<file path="config.mk">
export PLATFORM = sky130hd
export DESIGN_NAME = pipeline_reg_if_id
export DESIGN_NICKNAME = d
export VERILOG_FILES = /design/src/rtl/pipeline_reg_if_id.sv
export SDC_FILE = /design/constraint.sdc
export NUM_CORES = 1
export LEC_CHECK = 0
export ABC_AREA = 1
export CAP_MARGIN = 10
export CORE_ASPECT_RATIO = 1.5
export CORE_UTILIZATION = 43
export CTS_CLUSTER_DIAMETER = 30
export DETAILED_ROUTE_END_ITERATION = 8
export GPL_TIMING_DRIVEN = 0
export PLACE_DENSITY = 0.87
export SKIP_CTS_REPAIR_TIMING = 1
export SLEW_MARGIN = 20
export SYNTH_ARGS = -nofsm -noshare
export SYNTH_HDL_FRONTEND = slang
export SYNTH_SLANG_ARGS = --single-unit
export TNS_END_PERCENT = 10
</file>
<file path="constraint.sdc">
create_clock -name clk -period 3.45 [get_ports clk]
set_clock_uncertainty 0.2 [all_clocks]
set_input_delay 0.5175 -clock clk [delete_from_list [all_inputs] [get_ports clk]]
set_output_delay 0.5175 -clock clk [all_outputs]
set_load 0.01 [all_outputs]
</file>
<file path="src/rtl/pipeline_reg_if_id.sv">
// IF/ID pipeline register: one-cycle latency; rst > flush > stall > load priority.
// No handshake: stall holds contents and upstream must keep its outputs stable.
module pipeline_reg_if_id #(
  parameter int              XLEN = 32,
  parameter logic [XLEN-1:0] NOP  = XLEN'(32'h0000_0013)
) (
  input  logic            clk,
  input  logic            rst,
  input  logic            stall,
  input  logic            flush,
  input  logic [XLEN-1:0] inst_in,
  input  logic [XLEN-1:0] pc_in,
  input  logic            valid_in,
  output logic [XLEN-1:0] inst_out,
  output logic [XLEN-1:0] pc_out,
  output logic [XLEN-1:0] pc_plus4_out,
  output logic            valid_out
);

  logic [XLEN-1:0] inst_q;
  logic [XLEN-1:0] pc_q;
  logic            valid_q;

  // Flush keeps pc_in so the bubble still carries the redirect target's PC.
  always_ff @(posedge clk) begin
    if (rst) begin
      inst_q  <= NOP;
      pc_q    <= '0;
      valid_q <= 1'b0;
    end else if (flush) begin
      inst_q  <= NOP;
      pc_q    <= pc_in;
      valid_q <= 1'b0;
    end else if (!stall) begin
      inst_q  <= inst_in;
      pc_q    <= pc_in;
      valid_q <= valid_in;
    end
  end

  assign inst_out     = inst_q;
  assign pc_out       = pc_q;
  assign pc_plus4_out = pc_q + XLEN'(4);
  assign valid_out    = valid_q;

endmodule

</file>
==> summary by stage, run 1 <==
Clocking
The CTS tree is yes. Clock tree synthesis inserted a total of 9 buffers. The root buffer cell chosen for the clock tree is sky130_fd_sc_hd__clkbuf_8. The longest clock path from root to sink contains 2 buffers. After clock tree synthesis, the clock-pin slew on the worst setup and hold paths is 0.07 ns. The tree built by TritonCTS fans out to 65 sinks. Clock latency on the worst-skew pair, taken at its later pin, is 0.34 ns. The count of H-tree levels built during CTS is 3.

Die
The chip height is 107 um. The horizontal die dimension is 72.0 um. The number of core rows is 37. The I/O pin count is 166.

The core region area is 6990 um2. Once the floorplan was initialized, standard cells occupied 45.2% of the core. The floorplan die area is 7700 um2.

Cells and area
Summing all non-filler instances in the final layout gives an area of 5140 um2. The number of inserted diodes is 0. In the final layout, the multi-input gates occupy 1680 um2. The area overhead of the layout relative to synthesis is 62.7%. The area used by sequential logic in the layout is 1300 um2. The number of inserted filler cells in the final layout is 564.

The post-route netlist has 9.08% of its cells at a drive strength greater than 1. Once layout is complete, the utilization of the core stands at 73.5%. For this run, the number of standard cells in the final layout without fillers is 725. The net count reported at finish is 693.

STA
The final-report setup violation count is 0. The max-slew violation total from the final report is 0. The number of endpoints with negative hold slack in the final report came to 0.

The final critical-path required period is 3.01 ns. After layout, the worst setup slack is 0.444 ns. Derived from the worst setup path, the maximum achievable clock frequency is 0.333 GHz.

The worst-case headroom to the max-slew limit is 68.5%. The final worst-path cycle share is 87.1%. The slew at the pin closest to its max-slew limit is 0.472 ns. The final total negative setup slack is 0 ns. Setup repair after global routing left no endpoint under its margin.

On the final layout, the worst hold slack is 0.263 ns.

Drt
The number of DRC markers in iteration 0 is 169. For this run, design rule violations remaining after detail routing come to 0. The routed via count is 3,506. For this run, the detailed router's first-pass iteration total came to 4. Summed over all layers, the routed wires come to 9890 um. The detailed-route wire length per cell is 13.6 um. After detailed routing, the number of vias per cell comes to 4.84. The remaining number of nets flagged by the antenna check after routing is 0.

Global routing
The number of antenna violations at the first check in global routing is 0. The maximum number of pins on one net before global-route repair is 13. The first global-routing pass estimated 15,400 um of wire. In the global route stage, overall resource usage came out at 25.9%.

For this run the aggregate overflow at the end of global routing stands at 0. The via count of the first global-routing pass was 3,509.

Place
The number of cells after detailed placement is 709. Buffers placed on the I/O ports in this run total 163. The sum of net half-perimeters after detailed placement is 7890 um. The final weighted congestion of routability-driven global placement is 0.911. The worst setup slack before clock tree synthesis is 0.815 ns.

The total placed instance area is 4910 um2.

Synthesis
Sorting the synthesized cells by area gives the leading types as sky130_fd_sc_hd__dfxtp_1 (41%), sky130_fd_sc_hd__nand2_1 (23%), sky130_fd_sc_hd__a21oi_1 (8.6%). The cell accounting for the most synthesized area is sky130_fd_sc_hd__dfxtp_1. The post-synthesis cell type count is 25. Synthesis produced 449 cells.

The portion of synthesized cell area occupied by the leading cell type is 41.2%. The number of nets in the synthesized netlist is 519. The cell area after synthesis is 3160 um2. The average cell area after synthesis is 7.04 um2.

The number of synthesized register bits is 65. The count of warnings emitted by yosys is 0. The sequential area share after synthesis is 41.2%.

Setup path
The worst endpoint data arrival time is 2.29 ns. The required time reported for the critical path endpoint is 2.73 ns. The worst setup slack for register-to-register paths is 2.31 ns.

STA classifies the critical path endpoint as an output port. The worst setup path category is flip-flop to output port. Along the worst path, the maximum fanout reaches 4.

STA classifies the critical path startpoint as a flip-flop.

Run
The total of max-cap violations is 0.

Power
The power per cell area is 375 nW/um2. The leakage power total is 2.07 nW. IR analysis of the VDD net gives a maximum drop of 0.395 mV.

The design draws 1.93 mW.

Status
The flow ran to the end, and the final reports show no timing, DRC or antenna violations.

Min path
In this run the worst hold path is classified as flip-flop to flip-flop.
==> critical path, stage by stage (launching register included) <==
cell and delay, ns:
sky130_fd_sc_hd__dfxtp_1 0.41, sky130_fd_sc_hd__ha_1 0.25, sky130_fd_sc_hd__nand2_1 0.08, sky130_fd_sc_hd__nor2_2 0.21
sky130_fd_sc_hd__nand2_2 0.11, sky130_fd_sc_hd__nor2_4 0.18, sky130_fd_sc_hd__xor2_1 0.16, sky130_fd_sc_hd__clkdlybuf4s50_1 0.56
==> area by class of cell <==
cell class,instances,area share [%]
Multi-Input combinational cell,343,32.7
Timing Repair Buffer,163,31.7
Sequential cell,65,25.3
Clock buffer,10,2.68
Tap cell,97,2.36
Buffer,22,2.09
Clock inverter,6,1.75
Inverter,19,1.39
==> per-layer routing <==
metal,vias to the layer above,track usage [%],part of all wire (%)
met1,1553,24.0,35
li1,1760,-,-
met2,166,47.9,52
met5,-,0,0
met4,0,13.2,3.9
met3,27,9.77,9.0
==> final timing paths <==
| check | start | endpoint | cells past startpoint |
|---|---|---|---|
| min reg2reg | inst_out[31] | inst_out[31] | 2 |
| max | pc_out[3] | pc_plus4_out[16] | 7 |
| max reg2reg | pc_out[20] | pc_out[20] | 2 |
| min | inst_out[31] | inst_out[31] | 2 |
==> registers in the layout, indices dropped and copies added (netlist names) <==
signal / cells
inst_out: 32
pc_out: 32
valid_out: 1
==> cells by family (layout without fill, tap and decap cells) <==
kind of cell    count (synthesis)  after routing  share of synthesized area [%]
buf+inv                        41            220                           5.66
xor+xnor                       15             15                           4.63
flops                          65             65                           41.2
simple gates                  264            264                           37.5
compound gates                 63             63                           10.6
fa+ha+maj                       1              1                          0.396
==> cells in the mapped netlist, drive strengths merged <==
master,count
nand2,197
dfxtp,65
a21oi,54
nor2,48
inv,19
buf,15
nand3,10
xor2,10
a211oi,8
clkbuf,7
nand3b,7
xnor2,5
and2,2
ha,1
o21ai,1
==> power by group <==
group | internal (mW) | switching [mW]
Sequential | 0.787 | 0.0423
Clock | 0.429 | 0.310
Combinational | 0.210 | 0.150
Total | 1.43 | 0.502
==> layout by cell type, fill, tap and decap left out, types with 2 or more instances in the layout <==
cell / Yosys / layout
sky130_fd_sc_hd__nor2_8: 3 / 3
sky130_fd_sc_hd__xor2_1: 8 / 8
sky130_fd_sc_hd__a211oi_1: 8 / 8
sky130_fd_sc_hd__inv_1: 14 / 14
sky130_fd_sc_hd__nor2_1: 34 / 34
sky130_fd_sc_hd__clkbuf_1: 7 / 7
sky130_fd_sc_hd__nand2_4: 2 / 2
sky130_fd_sc_hd__buf_4: 3 / 3
sky130_fd_sc_hd__xor2_2: 2 / 2
sky130_fd_sc_hd__clkdlybuf4s50_1: 0 / 163
sky130_fd_sc_hd__nand3b_1: 7 / 7
sky130_fd_sc_hd__nand3_1: 10 / 10
sky130_fd_sc_hd__a21oi_1: 54 / 54
sky130_fd_sc_hd__and2_1: 2 / 2
sky130_fd_sc_hd__inv_2: 5 / 5
sky130_fd_sc_hd__nand2_2: 3 / 3
sky130_fd_sc_hd__nand2_1: 191 / 191
sky130_fd_sc_hd__nor2_2: 4 / 4
sky130_fd_sc_hd__dfxtp_1: 65 / 65
sky130_fd_sc_hd__buf_2: 11 / 11
sky130_fd_sc_hd__clkbuf_8: 0 / 10
sky130_fd_sc_hd__xnor2_1: 5 / 5
sky130_fd_sc_hd__nor2_4: 7 / 7
sky130_fd_sc_hd__bufinv_16: 0 / 2
(Power assumes the default switching activity.)
==> run 2: changes to the inputs <==
Settings changed: CTS_CLUSTER_SIZE set to 24.
==> results of run 2 <==
Final layout, timing and power as in run 1 (identical DEF).
==> run 3: changes to the inputs <==
Settings changed: CORE_UTILIZATION 43 to 40, PLACE_DENSITY 0.87 to 0.81.
Clock period 3.45 ns to 3.3 ns, I/O delays scaled along.
==> summary by stage, run 3 (synthesis results as in run 1) <==
Status
The flow ran to the end, and the final reports show no timing, DRC or antenna violations.

STA
Setup repair after global routing left no endpoint under its margin. The final-report setup violation count is 0. Measured against its own limit, the worst slew margin works out to 66.9%. The maximum operating frequency is 0.337 GHz. The final worst-path cycle share is 90.0%. The final total negative setup slack is 0 ns. The max-slew violation total from the final report is 0.

The number of endpoints with negative hold slack in the final report is 0. At the pin with the least slew margin, the transition time is 0.497 ns. The smallest clock period supported by the final layout is computed as 2.97 ns.

Drt
The number of vias per cell is 4.78. The detailed-route wire length is 9940 um. For this block, the initial DRC count from the detailed router was 105.

The remaining routing DRC violations is 0. After detailed routing, the average wire length per cell comes to 13.6 um. The first detailed-routing pass took 4 iterations. The routed via count is 3,486.

The remaining number of nets flagged by the antenna check after routing is 0.

Run
The tool flagged a number of max-cap violations equal to 0.

Global routing
The number of antenna violations at the first check in global routing was 0. The fraction of met1 tracks used by global routing is 23.8%. For this run, global-route usage on met2 was measured as 45.8%. The total congestion overflow after global routing is 0. The overall fraction of global-route tracks in use is 24.8%. The via count of the first global-routing pass is 3,401. Entering global routing, the biggest net connects 12 pins. The most crowded layer after global routing is met2. The met3 usage is 7.91%. The wire length of the first global-routing pass is 15,500 um.

Clocking
The tree is rooted in a sky130_fd_sc_hd__clkbuf_16. The CTS sink count is 65. Clock tree synthesis inserted a total of 9 buffers.

The maximum buffer depth of the clock tree is 2. The H-tree generated during clock tree synthesis spans 3 levels. The clock transition at the registers of the reported paths is 0.06 ns. The CTS tree is yes. The clock insertion delay at the later pin of the skew report is 0.33 ns.

Setup path
The worst setup path category is flip-flop to output port. The reg-to-reg critical path endpoint is pc_out[5]. The maximum net fanout on the critical path is 4. The setup check on the worst reg-to-reg path leaves a slack of 2.26 ns.

For the worst setup path, the data arrival time is 2.28 ns. The required time reported for the critical path endpoint is 2.60 ns. The startpoint type of the worst setup path is a flip-flop. The sort of element at the end of the critical path is an output port. Counting cells, the worst reg-to-reg path comes to 2. The start of the worst register-to-register path is pc_out[5].

Cells and area
The finished cells cover 5230 um2. The number of inserted diodes is 0. The area growth from synthesis to layout is 65.5%. The share of layout cells above drive strength 1 is 8.93%. The net count reported at finish is 693. The library cell used most frequently in the layout, excluding fill and tap cells, is sky130_fd_sc_hd__nand2_1. Leaving out fill and tap cells, the most frequent cells in the layout are sky130_fd_sc_hd__nand2_1 (191), sky130_fd_sc_hd__clkdlybuf4s50_1 (163), sky130_fd_sc_hd__dfxtp_1 (65). Fill cells in the final layout number 662.

Place
The final weighted congestion of routability-driven global placement is 0.977. The sum of net half-perimeters after detailed placement is 8090 um. Buffers placed on the I/O ports in this run total 163. The total placed instance area is 4920 um2.

Die
The chip height is 111 um. The horizontal die dimension is 74.6 um. Once the floorplan was initialized, standard cells occupied 41.5% of the core. The I/O pin count is 166. The core region is 7610 um2.

The floorplan step defined a die boundary enclosing 8270 um2. Row generation in the floorplan step produced 39 rows.

Power
The worst ir drop on vdd is 0.368 mV. The leakage power total is 2.11 nW. Dividing total power by cell area gives a power density of 427 nW/um2. The power consumption is 2.23 mW.

Min path
The worst hold path begins at inst_out[14]. The instance count along the most critical hold path is 2. The type of the most critical hold path is flip-flop to flip-flop. For hold timing, the worst endpoint is inst_out[14].
==> run 3: changes by cell type in the layout (fill, tap and decap cells not counted), sizes merged <==
cell,previous run,this run
clkbuf,17,16
clkinv,2,4
inv,20,19
clkinvlp,1,0
==> run 3: worst max path at each step <==
| stage | startpoint | to | slack [ns] | cells after the start |
|---|---|---|---|---|
| floorplan | pc_out[3] | pc_plus4_out[16] | 1.29 | 6 |
| global placement | pc_out[3] | pc_plus4_out[28] | 0.69 | 8 |
| detailed placement | pc_out[3] | pc_plus4_out[28] | 0.66 | 8 |
| CTS | pc_out[3] | pc_plus4_out[28] | 0.31 | 8 |
| global route | pc_out[3] | pc_plus4_out[28] | 0.16 | 8 |
| finish | pc_out[3] | pc_plus4_out[28] | 0.33 | 8 |
==> run 3: report_power, final <==
part | leakage [nW] | switching (mW) | internal [mW]
Sequential | 0.535 | 0.0433 | 0.824
Combinational | 1.42 | 0.157 | 0.219
Clock | 0.155 | 0.335 | 0.653
==> run 3: stage by stage <==
stage	setup slack, ns	util, %	std cells	hold WS [ns]
floorplan	1.29	-	449	0.281
global placement	0.694	64.6	714	0.241
detailed placement	0.662	64.6	714	0.257
CTS	0.310	68.7	729	0.266
global route	0.160	68.7	729	0.279
finish	0.329	68.7	729	0.263
==> run 3: final cells by class <==
class | instances | area [um2] | area share, %
Clock inverter | 6 | 83.8 | 1.60
Tap cell | 102 | 128 | 2.44
Clock buffer | 9 | 225 | 4.31
Sequential cell | 65 | 1300 | 24.9
Buffer | 22 | 108 | 2.06
Multi-Input combinational cell | 343 | 1680 | 32.1
Inverter | 19 | 71.3 | 1.36
Timing Repair Buffer | 163 | 1630 | 31.2
==> run 3: worst max-delay path: stages, from the launching register on <==
cell and delay (ns):
sky130_fd_sc_hd__dfxtp_1 0.40, sky130_fd_sc_hd__ha_1 0.26, sky130_fd_sc_hd__nand3_1 0.14, sky130_fd_sc_hd__nor2_1 0.19, sky130_fd_sc_hd__nand2_1 0.16, sky130_fd_sc_hd__inv_1 0.11
sky130_fd_sc_hd__nand3_1 0.08, sky130_fd_sc_hd__nand2_1 0.07, sky130_fd_sc_hd__clkdlybuf4s50_1 0.55
==> run 3: metal layers <==
| metal | vias to the layer above | wire, um |
|---|---|---|
| li1 | 1766 | - |
| met4 | 0 | 305 |
| met3 | 20 | 727 |
| met5 | - | 0 |
| met1 | 1550 | 3530 |
| met2 | 150 | 5370 |
